===== src/rtl/key_debounce.sv =====
// Per-key 2-FF synchronizer, polarity normalisation and debounce FSM with press/release/glitch pulses.
// Latency: pin edge captured at posedge k -> out_key and pulse registered at posedge k+1+CNT_TH.
// No backpressure: pulses are one-cycle events and must be consumed in the cycle they appear.
module key_debounce #(
    parameter int IN_C_HZ        = 50_000_000,
    parameter int DEBOUNCE_MS    = 20,
    parameter int NUM_KEYS       = 4,
    parameter bit KEY_ACTIVE_LOW = 1'b1
) (
    input  logic                clk,
    input  logic                rst_n,
    input  logic [NUM_KEYS-1:0] in_key,
    output logic [NUM_KEYS-1:0] out_key,
    output logic [NUM_KEYS-1:0] out_press,
    output logic [NUM_KEYS-1:0] out_release,
    output logic [NUM_KEYS-1:0] out_glitch
);

    localparam int CNT_TH = DEBOUNCE_MS * (IN_C_HZ / 1000);
    localparam int CW     = $clog2(CNT_TH + 1);
    localparam logic [CW-1:0] CNT_LAST = CW'(CNT_TH - 1);

    typedef enum logic [1:0] {
        IDLE      = 2'd0,
        CHK_PRESS = 2'd1,
        PRESSED   = 2'd2,
        CHK_REL   = 2'd3
    } state_t;

    generate
        if (CNT_TH < 2 || NUM_KEYS < 1) begin : g_bad_cfg
            $error("key_debounce: CNT_TH must be >= 2 and NUM_KEYS >= 1");
        end
    endgenerate

    for (genvar i = 0; i < NUM_KEYS; i++) begin : g_lane
        logic          sync1;
        logic          sync2;
        logic          sync;
        state_t        state;
        logic [CW-1:0] cnt;
        logic          key_q;
        logic          press_q;
        logic          release_q;
        logic          glitch_q;

        // Normalised so that 1 always means pressed, whatever the board wiring.
        assign sync = sync2 ^ KEY_ACTIVE_LOW;

        always_ff @(posedge clk or negedge rst_n) begin
            if (!rst_n) begin
                sync1     <= KEY_ACTIVE_LOW;
                sync2     <= KEY_ACTIVE_LOW;
                state     <= IDLE;
                cnt       <= '0;
                key_q     <= 1'b0;
                press_q   <= 1'b0;
                release_q <= 1'b0;
                glitch_q  <= 1'b0;
            end else begin
                sync1     <= in_key[i];
                sync2     <= sync1;
                press_q   <= 1'b0;
                release_q <= 1'b0;
                glitch_q  <= 1'b0;
                case (state)
                    IDLE: begin
                        if (sync) begin
                            state <= CHK_PRESS;
                            cnt   <= CW'(1);
                        end
                    end
                    CHK_PRESS: begin
                        if (!sync) begin
                            state    <= IDLE;
                            cnt      <= '0;
                            glitch_q <= 1'b1;
                        end else if (cnt == CNT_LAST) begin
                            state   <= PRESSED;
                            cnt     <= '0;
                            key_q   <= 1'b1;
                            press_q <= 1'b1;
                        end else begin
                            cnt <= cnt + CW'(1);
                        end
                    end
                    PRESSED: begin
                        if (!sync) begin
                            state <= CHK_REL;
                            cnt   <= CW'(1);
                        end
                    end
                    CHK_REL: begin
                        if (sync) begin
                            state    <= PRESSED;
                            cnt      <= '0;
                            glitch_q <= 1'b1;
                        end else if (cnt == CNT_LAST) begin
                            state     <= IDLE;
                            cnt       <= '0;
                            key_q     <= 1'b0;
                            release_q <= 1'b1;
                        end else begin
                            cnt <= cnt + CW'(1);
                        end
                    end
                    default: begin
                        state <= IDLE;
                        cnt   <= '0;
                    end
                endcase
            end
        end

        assign out_key[i]     = key_q;
        assign out_press[i]   = press_q;
        assign out_release[i] = release_q;
        assign out_glitch[i]  = glitch_q;
    end

endmodule


===== config.mk =====
export PLATFORM = sky130hd
export DESIGN_NAME = key_debounce
export DESIGN_NICKNAME = d
export VERILOG_FILES = /design/src/rtl/key_debounce.sv
export SDC_FILE = /design/constraint.sdc
export NUM_CORES = 1
export LEC_CHECK = 0
export BUFFER_PORTS_ARGS = -buffer_cell sky130_fd_sc_hd__buf_4
export CAP_MARGIN = 25
export CORE_MARGIN = 1
export CORE_UTILIZATION = 30
export CTS_CLUSTER_SIZE = 30
export DETAILED_ROUTE_END_ITERATION = 6
export GPL_TIMING_DRIVEN = 0
export SYNTH_ARGS = -nofsm -noshare
export SYNTH_HDL_FRONTEND = slang
export SYNTH_SLANG_ARGS = --single-unit

===== constraint.sdc =====
create_clock -name clk -period 1.95 [get_ports clk]
set_input_delay 0.0975 -clock clk [delete_from_list [all_inputs] [get_ports clk]]
set_output_delay 0.0975 -clock clk [all_outputs]
set_load 0.02 [all_outputs]

# After elaboration in Yosys (flattened, before gate mapping)

Index checks and enable logic that the tools add are counted.

Add/sub/neg operators: 4
Equal/unequal tests: 48
Multiplexer cells: 104
Reduce and logical (&&, ||, !) cells: 20

Operator list:

| cell                    | number |
|---|---|
| $mux W20                | 20 |
| $pmux W20 S4            | 4 |
| $add A20 B1 Y20 const B | 4 |
| $eq A20 B20 Y1 const B  | 4 |
| $mux W2                 | 24 |
| $ne A2 B2 Y1 const B    | 24 |
| $mux W1                 | 44 |
| $pmux W2 S4             | 4 |
| $ne A3 B3 Y1 const B    | 8 |
| $reduce_and A5 Y1       | 4 |
| $eq A2 B2 Y1 const B    | 8 |
| $pmux W1 S2             | 8 |
| $reduce_and A4 Y1       | 4 |
| $eq A2 B1 Y1 const B    | 4 |
| $logic_not A2 Y1        | 4 |
| $reduce_and A2 Y1       | 4 |
| $reduce_bool A2 Y1      | 4 |

Flip-flop bits (word level): 112
Input bits: 6
Output and inout port bits: 16
Logic and storage cells: 208

# Depth between registers and ports, before layout

Gate-level depths: netlist (run 1).

Depth in word-level cells: 4
Mapped depth: 8
Depth with buffers taken out: 6

# Worst setup path after synthesis (run 1)

OpenSTA, ideal clock, no wires.

Path type: reg-to-reg
From: register g_lane[1].sync2
To: register g_lane[1].cnt[19]
Setup time: 0.119 ns
Arrival time: 1.803 ns
Data required time: 1.831 ns
Setup slack: 0.028 ns
Stages on the path, launching flop included: 7
Buffers on the path: 1
Period minus slack after synthesis: 1.922 ns
Cell sequence: dfstp_2 -> clkbuf_1 -> xor2_1 -> a2111o_1 -> nor4_1 -> xnor2_1 -> nor2_1

Cells in the longest elaborated chain, start to end: 2
Elaborated cells between the ends (all ways): 6
Classes of those cells: 2 x eq/ne; 3 x mux; 1 x reduce/logical

Ends and longest elaborated chain:

| what                                                     | line | RTL |
|---|---|---|
| start: declaration                                       | 38   | `logic sync2;` |
| start signal: assignment                                 | 62   | `sync2 <= sync1;` |
| $mux W20, or another cell as far along                   | 94   | `if (sync) begin` |
| $pmux W20 S4 / $reduce_and A2 Y1 (equally long branches) | -    |  |
| end signal: assignment                                   | 84   | `cnt <= cnt + CW'(1);` |
| end signal: assignment                                   | 104  | `cnt <= cnt + CW'(1);` |
| end: declaration                                         | 41   | `logic [CW-1:0] cnt;` |

Several ways; a longest one is shown, not always the timed one.
A chain may end at the register's enable or synchronous reset.

# Worst setup path in the final report (run 1)

From: register g_lane[3].cnt[12]
To: register g_lane[3].cnt[17]

Cells in the longest elaborated chain, start to end: 4
Elaborated cells between the ends (all ways): 6
Classes of those cells: 1 x add/sub; 1 x eq/ne; 4 x mux

Ends and longest elaborated chain:

| what                                                     | line   | RTL |
|---|---|---|
| start: declaration                                       | 41     |  |
| start signal: assignment                                 | 84     |  |
| start signal: assignment                                 | 104    |  |
| $add A20 B1 Y20 / $eq A20 B20 Y1 (equally long branches) | -      |  |
| $mux W20 *                                               | 78, 98 |  |
| $mux W20, on equally long branches                       | 94, 74 |  |
| $pmux W20 S4 *                                           | 66     | `case (state)` |

Every way passes the cells marked *; elsewhere a longest branch is shown, timed or not.

==> flow_metrics.env, run 1 <==
export IMPL_floorplan_rows=50
export IMPL_fin_cells=917
export IMPL_dpl_cell_count=854
export IMPL_antenna_cells=0
export IMPL_power_density_nw_per_um2=673
export IMPL_max_stage_delay_ns=0.55
export IMPL_mostFrequentLayoutCells="dfrtp_1 (97), buf_4 (78), nand2_1 (53)"
export IMPL_synth_nets=608
export IMPL_drc=0
export IMPL_final_hold_viol_count=0
export IMPL_postRouteWirelength_um=12500
export IMPL_p_leak_nw=3.03
export IMPL_final_period_utilization_pct=99.1
export IMPL_crit_buf_inv=1
export IMPL_grt_use_total_pct=12.9
export IMPL_drt_pre_antenna_iters=4
export IMPL_status="completed"
export IMPL_crit_fanout=8
export IMPL_core_sq_um=18700
export IMPL_syn_area_sq_um=5730
export IMPL_rsz0062_at_grt="true"
export IMPL_path_clk_slew_ns=0.07
export IMPL_synthFlopType="dfrtp_1"
export IMPL_yosysSeqAreaShare_pct=49.1
export IMPL_r2r_slack_ns=0.02
export IMPL_end_kind="flop"
export IMPL_yosys_register_bits=112
export IMPL_fin_ws_ns=0.0177
export IMPL_dp_hpwl_um=7730
export IMPL_yosys_area_top_type_share_pct=45.4
export IMPL_start_util_pct=30.6
export IMPL_fin_setup_tns_ns=0
export IMPL_clk_latency_ns=0.35
export IMPL_slew_violations=0
export IMPL_gr_max_usage_layer="met2"
export IMPL_synth_warnings=0
export IMPL_io_buffer_count=21
export IMPL_ant_nets=0
export IMPL_min_period_ns=1.93
export IMPL_die_w_um=140
export IMPL_cpMaxStageDelayCell="or4_4"
export IMPL_async_flop_share_pct=100
export IMPL_drv_cap=0
export IMPL_start_kind="flop"
export IMPL_slew_limit_headroom_pct=51.6
export IMPL_hold_worst_slack_ns=0.268
export IMPL_cts_sinks=112
export IMPL_post_drt_wl_per_cell_um=13.7
export IMPL_dp_slack_ns=-0.260
export IMPL_crit_chain="or4_4 > nor4_4 > buf_4 > a211oi_4 > and3_1 > a221o_1"
export IMPL_grt_max_degree=58
export IMPL_cts_buffer_depth=2
export IMPL_syn_avg_cell_area_sq_um=9.58
export IMPL_antenna_found_initial=0
export IMPL_layout_commonest_cell="dfrtp_1"
export IMPL_rr_worst_depth=6
export IMPL_numCtsBuffers=9
export IMPL_drive_gt1_share_pct=30.2
export IMPL_critical_path_arrival_ns=2.17
export IMPL_yosysTopAreaCell="dfrtp_1"
export IMPL_yosys_top_cells_area="dfrtp_1 (45%), nor2_1 (4.1%), dfstp_2 (3.7%), nand2_1 (3.7%), xnor2_1 (3.7%)"
export IMPL_regToRegEndpoint="g_lane[3].cnt[17]"
export IMPL_r2r_start="g_lane[3].cnt[12]"
export IMPL_synth_edff_count=0
export IMPL_use_met2_pct=20.9
export IMPL_synthDistinctLibCells=57
export IMPL_finalClockSkew_ns=0.0110
export IMPL_critPathKind="flop to flop"
export IMPL_cts_tree="built"
export IMPL_cp_required_ns=2.18
export IMPL_vias=4628
export IMPL_grt_use_met3_pct=2.29
export IMPL_fillCellCount=1840
export IMPL_synthCells=598
export IMPL_finalSetupViolations=0
export IMPL_die_y_um=140
export IMPL_via_per_inst=5.05
export IMPL_irDropWorstVdd_mv=0.397
export IMPL_dr_first_iter_drc_count=304
export IMPL_grt_pass1_wl_um=20700
export IMPL_grt_pass1_vias=4344
export IMPL_io_pins=22
export IMPL_layout_nets=688
export IMPL_overflow=0
export IMPL_root_buffer="clkbuf_16"
export IMPL_hp_class="primary input to async pin"
export IMPL_max_clock_freq_mhz=518
export IMPL_cts_htree_levels=3
export IMPL_finalPower_mw=4.98
export IMPL_tightest_slew_ns=0.724
export IMPL_met1_usage_pct=17.0
export IMPL_dieArea_sq_um=19700
export IMPL_place_gp_congestion=0.776
export IMPL_syn2layout_area_growth_pct=29.3
export IMPL_crit_family="simple AND/OR/NAND/NOR gates"
kinds of logic after synthesis:
kind of cell	Yosys count	share of synthesized area [%]
AOI/OAI and AO/OA	126	14.1
xor gates and xnor gates	34	5.20
adders and majority gates	4	0.874
buffers and inverters	57	5.48
DFF	112	49.1
muxes	7	1.27
and+or+nand+nor	258	24.0
worst register-to-register path, delay by kind of cell (launching register included):
kind	cells	cell delay, ns
AO/OA/AOI/OAI	2	0.36
buffers and inverters	1	0.18
flip-flops	1	0.39
AND/OR/NAND/NOR	3	0.89
synthesized netlist by cell type (3+ instances only):
cell	count
nand3_1	41
or4_4	4
clkbuf_1	6
a21oi_1	36
and3_1	8
buf_2	7
dfrtp_1	104
buf_4	16
a21o_1	4
or2_2	3
nand2b_1	8
nor4b_1	4
xor2_1	10
dfstp_2	8
nand4_1	11
nor3_1	19
and2_1	6
xnor2_1	24
nor2b_1	4
inv_1	22
and4_1	6
ha_1	4
a41oi_1	6
mux2i_1	5
or3_1	6
nand2_1	56
nor4_2	3
nor2_1	63
a31oi_1	29
o21ai_0	28
a22o_1	4
nor4_1	6
buf_6	4
nor4_4	4
registers in the layout, indices dropped and copies added (netlist names), named ones only:
name / cells
g_lane.cnt: 80
g_lane.sync1: 4
g_lane.release_q: 4
g_lane.press_q: 4
g_lane.sync2: 4
g_lane.state: 4
g_lane.key_q: 4
g_lane.glitch_q: 4
per-stage QoR:
step	area [sq um]	utilization, %
4_1_cts	6900	36.9
2_1_floorplan	5730	-
5_1_grt	7410	39.6
3_5_place_dp	6210	33.2
6_report	7410	39.6
3_3_place_gp	6180	33.0
final cells by class:
| class | count | area [sq um] | share of cell area (%) |
|---|---|---|---|
| Timing Repair Buffer | 73 | 648 | 8.75 |
| Clock buffer | 12 | 236 | 3.19 |
| Inverter | 22 | 82.6 | 1.11 |
| Tap cell | 234 | 293 | 3.95 |
| Multi-Input combinational cell | 429 | 3000 | 40.5 |
| Clock inverter | 4 | 76.3 | 1.03 |
| Buffer | 31 | 248 | 3.34 |
| Sequential cell | 112 | 2820 | 38.1 |
how the worst max path moves through the flow:
stage	slack, ns	endpoint	cells after the start	start
after global placement	-0.24	g_lane[0].cnt[15]	8	g_lane[0].cnt[0]
after CTS	-0.09	g_lane[2].cnt[5]	7	g_lane[2].cnt[11]
after detailed placement	-0.26	g_lane[0].cnt[9]	8	g_lane[0].cnt[0]
after floorplan	0.03	g_lane[1].cnt[19]	6	g_lane[1].sync2
after global routing	-0.09	g_lane[2].cnt[3]	7	g_lane[2].cnt[11]
final	0.02	g_lane[3].cnt[17]	6	g_lane[3].cnt[12]
power breakdown:
part / internal [mW] / switching, mW
registers: 2.40 / 0.119
logic: 0.231 / 0.256
clock network: 1.13 / 0.838
total: 3.77 / 1.21
metal layers:
metal  vias to the layer above  wire length [um]
met2                        51              5950
met1                      2283              6070
met4                         0               232
met5                         -                 0
met3                        17               271
li1                       2277                 -
repair_timing:
item,CTS,global route
setup buffers,23,19
cloned,2,3
pin swaps,14,25
gates resized for setup,37,74
setup endpoints to repair,71,78
hold buffers,5,0
hold endpoints to repair,56,0
No activity file was read; power rests on OpenSTA's default activity.
==> run 2: changes to the inputs <==
Settings changed: BUFFER_PORTS_ARGS -buffer_cell sky130_fd_sc_hd__buf_4 to -buffer_cell sky130_fd_sc_hd__buf_2.
==> flow_metrics.env, run 2 (synthesis gave the netlist of run 1 again) <==
export IMPL_status="finished with violations"
export IMPL_violations="setup timing"
export IMPL_r2r_start="g_lane[3].cnt[6]"
export IMPL_dieArea_sq_um=19700
export IMPL_finalPower_mw=4.74
export IMPL_p_clk_share_pct=37.6
export IMPL_postRouteWirelength_um=12000
export IMPL_fin_ws_ns=-0.0872
export IMPL_ant_nets=0
export IMPL_die_y_um=140
export IMPL_pwr_share_comb_pct=9.4
export IMPL_power_internal_mw=3.55
export IMPL_cp_required_ns=2.19
export IMPL_crit_fanout=7
export IMPL_seq_power_share_pct=53.0
export IMPL_layout_commonest_cell="dfrtp_1"
export IMPL_path_clk_slew_ns=0.07
export IMPL_power_density_nw_per_um2=670
export IMPL_antenna_cells=0
export IMPL_dr_first_iter_drc_count=243
export IMPL_drive_gt1_share_pct=26.3
export IMPL_ff_latch_area_sq_um=2820
export IMPL_finalSetupViolations=15
export IMPL_io_buffer_count=21
export IMPL_irDropWorstVdd_mv=0.511
export IMPL_cts_tree="built"
export IMPL_clk_latency_ns=0.35
export IMPL_rr_worst_depth=5
export IMPL_core_sq_um=18700
export IMPL_fillCellCount=1845
export IMPL_multiInputGateArea_sq_um=2850
export IMPL_root_buffer="clkbuf_16"
export IMPL_slew_limit_headroom_pct=55.6
export IMPL_slew_violations=0
export IMPL_floorplan_rows=50
export IMPL_grt_use_total_pct=12.6
export IMPL_grt_max_degree=58
export IMPL_layout_nets=679
export IMPL_post_drt_wl_per_cell_um=13.2
export IMPL_io_pins=22
export IMPL_cts_htree_levels=3
export IMPL_rsz0062_at_grt="true"
export IMPL_mostFrequentLayoutCells="dfrtp_1 (100), nor2_1 (62), nand2_1 (56)"
export IMPL_dpl_cell_count=854
export IMPL_antenna_found_initial=0
export IMPL_numCtsBuffers=9
export IMPL_start_util_pct=30.6
export IMPL_drt_pre_antenna_iters=5
export IMPL_die_w_um=140
export IMPL_finalClockSkew_ns=0.00593
export IMPL_final_period_utilization_pct=104
export IMPL_regMostFlops="g_lane.cnt"
export IMPL_start_kind="flop"
export IMPL_critPathKind="flop to flop"
export IMPL_cts_buffer_depth=2
export IMPL_via_per_inst=5.05
export IMPL_dp_hpwl_um=7510
export IMPL_end_kind="flop"
export IMPL_p_leak_nw=2.93
export IMPL_swShare_pct=25.3
export IMPL_tightest_slew_ns=0.663
export IMPL_r2r_slack_ns=-0.09
export IMPL_place_gp_congestion=0.792
export IMPL_overflow=0
export IMPL_fin_cells=908
export IMPL_largest_reg_flops=80
export IMPL_max_clock_freq_mhz=491
export IMPL_cts_sinks=112
export IMPL_min_period_ns=2.04
export IMPL_hp_class="primary input to async pin"
export IMPL_fin_setup_tns_ns=-0.636
export IMPL_regToRegEndpoint="g_lane[3].cnt[17]"
export IMPL_p_sw_mw=1.20
export IMPL_syn2layout_area_growth_pct=23.7
export IMPL_vias=4583
export IMPL_drv_cap=0
export IMPL_final_hold_viol_count=0
export IMPL_critical_path_arrival_ns=2.27
export IMPL_utilization_pct=37.9
export IMPL_drc=0
export IMPL_grt_pass1_wl_um=20400
export IMPL_grt_pass1_vias=4308
run 2: changes by cell type in the layout (fill, tap and decap cells not counted), moves of 3 or more:
cell      change
clkbuf_1      -3
buf_2        +21
nor2_4        -3
buf_4        -26
nor2_1       +12
nand2_1       +3
dfrtp_2       -3
dfrtp_1       +3
nor2_2        -9
run 2: cell type report:
class / count / share of cell area [%]
multi-input combinational: 429 / 40.3
sequential: 112 / 39.8
timing repair buffer: 65 / 7.26
tap: 234 / 4.13
clock buffer: 12 / 3.62
buffer: 30 / 3.39
inverter: 22 / 1.17
clock inverter: 4 / 0.406
run 2: routing by layer:
metal / GRT usage (%) / part of all wire, % / up-vias
met5: 0 / 0 / -
met2: 20.0 / 47 / 65
met1: 17.3 / 49 / 2231
met4: 5.15 / 1.3 / 0
met3: 1.64 / 2.3 / 10
li1: - / - / 2277
run 2: power groups by stage:
stage / clock network, mW / registers (mW) / logic, mW
floorplan: 0 / 2.52 / 0.216
global placement: 0 / 2.53 / 0.321
CTS: 1.84 / 2.50 / 0.390
global route: 1.92 / 2.53 / 0.502
finish: 1.79 / 2.51 / 0.444
detailed placement: 0 / 2.53 / 0.334
run 2: worst max-delay path, stage by stage, from the launching register on:
cell and delay (ns):
dfrtp_1 0.45, or3b_1 0.45, nor4_4 0.41, a211oi_4 0.16
and3_1 0.19, a221o_1 0.26
run 2: through the flow:
step | hold slack (ns) | cell area (sq um) | worst slack, ns
2_1_floorplan | -0.198 | 5730 | 0.0278
3_3_place_gp | 0.203 | 6130 | -0.597
3_5_place_dp | 0.0989 | 6160 | -0.269
4_1_cts | 0.290 | 6750 | -0.0356
5_1_grt | 0.319 | 7080 | -0.142
6_report | 0.268 | 7080 | -0.0872
run 2: worst max-delay path by stage:
| stage | from | endpoint | cells past startpoint |
|---|---|---|---|
| after global routing | g_lane[3].cnt[2] | g_lane[3].cnt[17] | 5 |
| after floorplan | g_lane[1].sync2 | g_lane[1].cnt[19] | 6 |
| after CTS | g_lane[2].cnt[11] | g_lane[2].cnt[1] | 6 |
| final | g_lane[3].cnt[6] | g_lane[3].cnt[17] | 5 |
| after global placement | rst_n | g_lane[1].key_q | 1 |
| after detailed placement | g_lane[0].cnt[0] | g_lane[0].cnt[15] | 8 |
run 2: repair_timing:
item	4_1_cts	5_1_grt
setup endpoints to repair	72	74
gates resized for setup	32	37
gates cloned	0	3
hold endpoints to repair	55	0
hold buffers	5	0
pin swaps	8	23
buffers inserted	18	17
==> run 3: changes to the inputs <==
Settings changed: BUFFER_PORTS_ARGS -buffer_cell sky130_fd_sc_hd__buf_2 to unset, DONT_BUFFER_PORTS set to 1.
==> flow_metrics.env, run 3 (synthesis gave the netlist of run 1 again) <==
export IMPL_status="finished with violations"
export IMPL_violations="hold timing"
export IMPL_dp_slack_ns=-0.268
export IMPL_rsz0062_at_grt="true"
export IMPL_floorplan_rows=50
export IMPL_fillCellCount=1834
export IMPL_final_period_utilization_pct=99.9
export IMPL_grt_max_degree=113
export IMPL_drive_gt1_share_pct=24.3
export IMPL_power_density_nw_per_um2=705
export IMPL_io_buffer_count=0
export IMPL_ff_latch_area_sq_um=2820
export IMPL_antenna_found_initial=0
export IMPL_crit_start="g_lane[3].cnt[15]"
export IMPL_core_sq_um=18700
export IMPL_place_gp_congestion=0.805
export IMPL_slew_limit_headroom_pct=54.4
export IMPL_min_period_ns=1.95
export IMPL_fin_cells=888
export IMPL_cts_hold_buf=4
export IMPL_drv_cap=0
export IMPL_syn2layout_area_growth_pct=23.4
export IMPL_end_kind="flop"
export IMPL_crit_fanout=6
export IMPL_cts_htree_levels=3
export IMPL_slew_violations=0
export IMPL_die_w_um=140
export IMPL_dp_hpwl_um=7500
export IMPL_fin_ws_ns=0.00118
export IMPL_cp_endpoint="g_lane[3].cnt[17]"
export IMPL_largest_reg_flops=80
export IMPL_grt_pass1_wl_um=20300
export IMPL_io_pins=22
export IMPL_rr_worst_depth=6
export IMPL_p_leak_nw=2.87
export IMPL_regToRegEndpoint="g_lane[3].cnt[17]"
export IMPL_regMostFlops="g_lane.cnt"
export IMPL_hold_worst_slack_ns=-0.565
export IMPL_mostFrequentLayoutCells="dfrtp_1 (100), nor2_1 (61), nand2_1 (56)"
export IMPL_numCtsBuffers=9
export IMPL_r2r_start="g_lane[3].cnt[15]"
export IMPL_post_drt_wl_per_cell_um=13.6
export IMPL_design_area_sq_um=7070
export IMPL_cts_sinks=112
export IMPL_start_util_pct=30.6
export IMPL_antenna_cells=0
export IMPL_irDropWorstVdd_mv=0.327
export IMPL_final_hold_viol_count=112
export IMPL_grt_pass1_vias=4209
export IMPL_critPathKind="flop to flop"
export IMPL_max_clock_freq_mhz=513
export IMPL_cts_buffer_depth=2
export IMPL_hp_class="primary input to async pin"
export IMPL_dieArea_sq_um=19700
export IMPL_postRouteWirelength_um=12100
export IMPL_die_y_um=140
export IMPL_placedInstanceArea_sq_um=6020
export IMPL_layout_commonest_cell="dfrtp_1"
export IMPL_drc=0
export IMPL_cp_required_ns=2.19
export IMPL_grt_use_total_pct=12.5
export IMPL_finalSetupViolations=0
export IMPL_layout_nets=659
export IMPL_via_per_inst=5.08
export IMPL_r2r_slack_ns=0.001
export IMPL_root_buffer="clkbuf_16"
export IMPL_finalClockSkew_ns=0.00761
export IMPL_critical_path_arrival_ns=2.19
export IMPL_tightest_slew_ns=0.681
export IMPL_path_clk_slew_ns=0.08
export IMPL_drt_pre_antenna_iters=5
export IMPL_fin_setup_tns_ns=0
export IMPL_cts_tree="built"
export IMPL_dpl_cell_count=832
export IMPL_start_kind="flop"
export IMPL_dr_first_iter_drc_count=310
export IMPL_clk_latency_ns=0.35
export IMPL_vias=4509
export IMPL_ant_nets=0
export IMPL_overflow=0
export IMPL_multiInputGateArea_sq_um=2910
-- run 3: cell count changes in the layout (fill, tap and decap cells not counted), moves of 2 or more --
cell	before	now
nor3_2	5	2
clkinvlp_4	2	0
nor3_1	14	16
bufinv_16	0	2
buf_2	22	1
buf_4	52	54
-- run 3: how the worst min path moves through the flow --
stage,start,to,slack [ns],cells past startpoint
final,rst_n,g_lane[3].cnt[10],-0.56,0
after global routing,rst_n,g_lane[3].cnt[10],-0.58,0
after CTS,rst_n,g_lane[3].cnt[10],-0.58,0
after detailed placement,rst_n,g_lane[3].cnt[10],-0.19,0
after global placement,rst_n,g_lane[3].cnt[10],-0.19,0
after floorplan,rst_n,async pin,-0.20,0
-- run 3: final cells by class --
cell class                 count  share of cell area (%)
tap                          234                    4.14
clock inverter                 5                    1.22
sequential                   112                    39.9
inverter                      22                    1.17
multi-input combinational    429                    41.2
clock buffer                  11                    3.58
buffer                        30                    3.54
timing repair buffer          45                    5.33
-- run 3: power by group --
group | leakage [nW] | switching (mW) | internal, mW
registers | 1.50 | 0.119 | 2.40
logic | 1.21 | 0.194 | 0.195
clock network | 0.166 | 0.869 | 1.21
total | 2.87 | 1.18 | 3.80
-- run 3: repair_timing --
action / in CTS / in global routing
setup buffers: 15 / 24
resized for setup: 25 / 55
endpoints found under the hold margin: 116 / 112
gates cloned: 0 / 2
endpoints found under the setup margin: 70 / 73
pin swaps: 6 / 13
-- run 3: worst max-delay path, cell delays in order, from the launching register on --
cell and delay [ns]:
dfrtp_1 0.40, or4_4 0.55, nor4_4 0.14, buf_4 0.19, a211oi_4 0.10, and3_1 0.19, a221o_1 0.26
-- run 3: metrics by stage --
stage	total power [mW]	util, %
floorplan	2.73	-
global placement	2.80	32.2
detailed placement	2.81	32.2
CTS	4.94	35.4
global route	5.18	37.8
finish	4.99	37.8
-- run 3: metal layers --
metal	vias up	part of all wire [%]	global-route usage, %
met5	-	0	0
met4	0	1.4	3.99
met3	13	2.5	1.71
met2	58	48	20.6
met1	2210	48	16.9
li1	2228	-	-
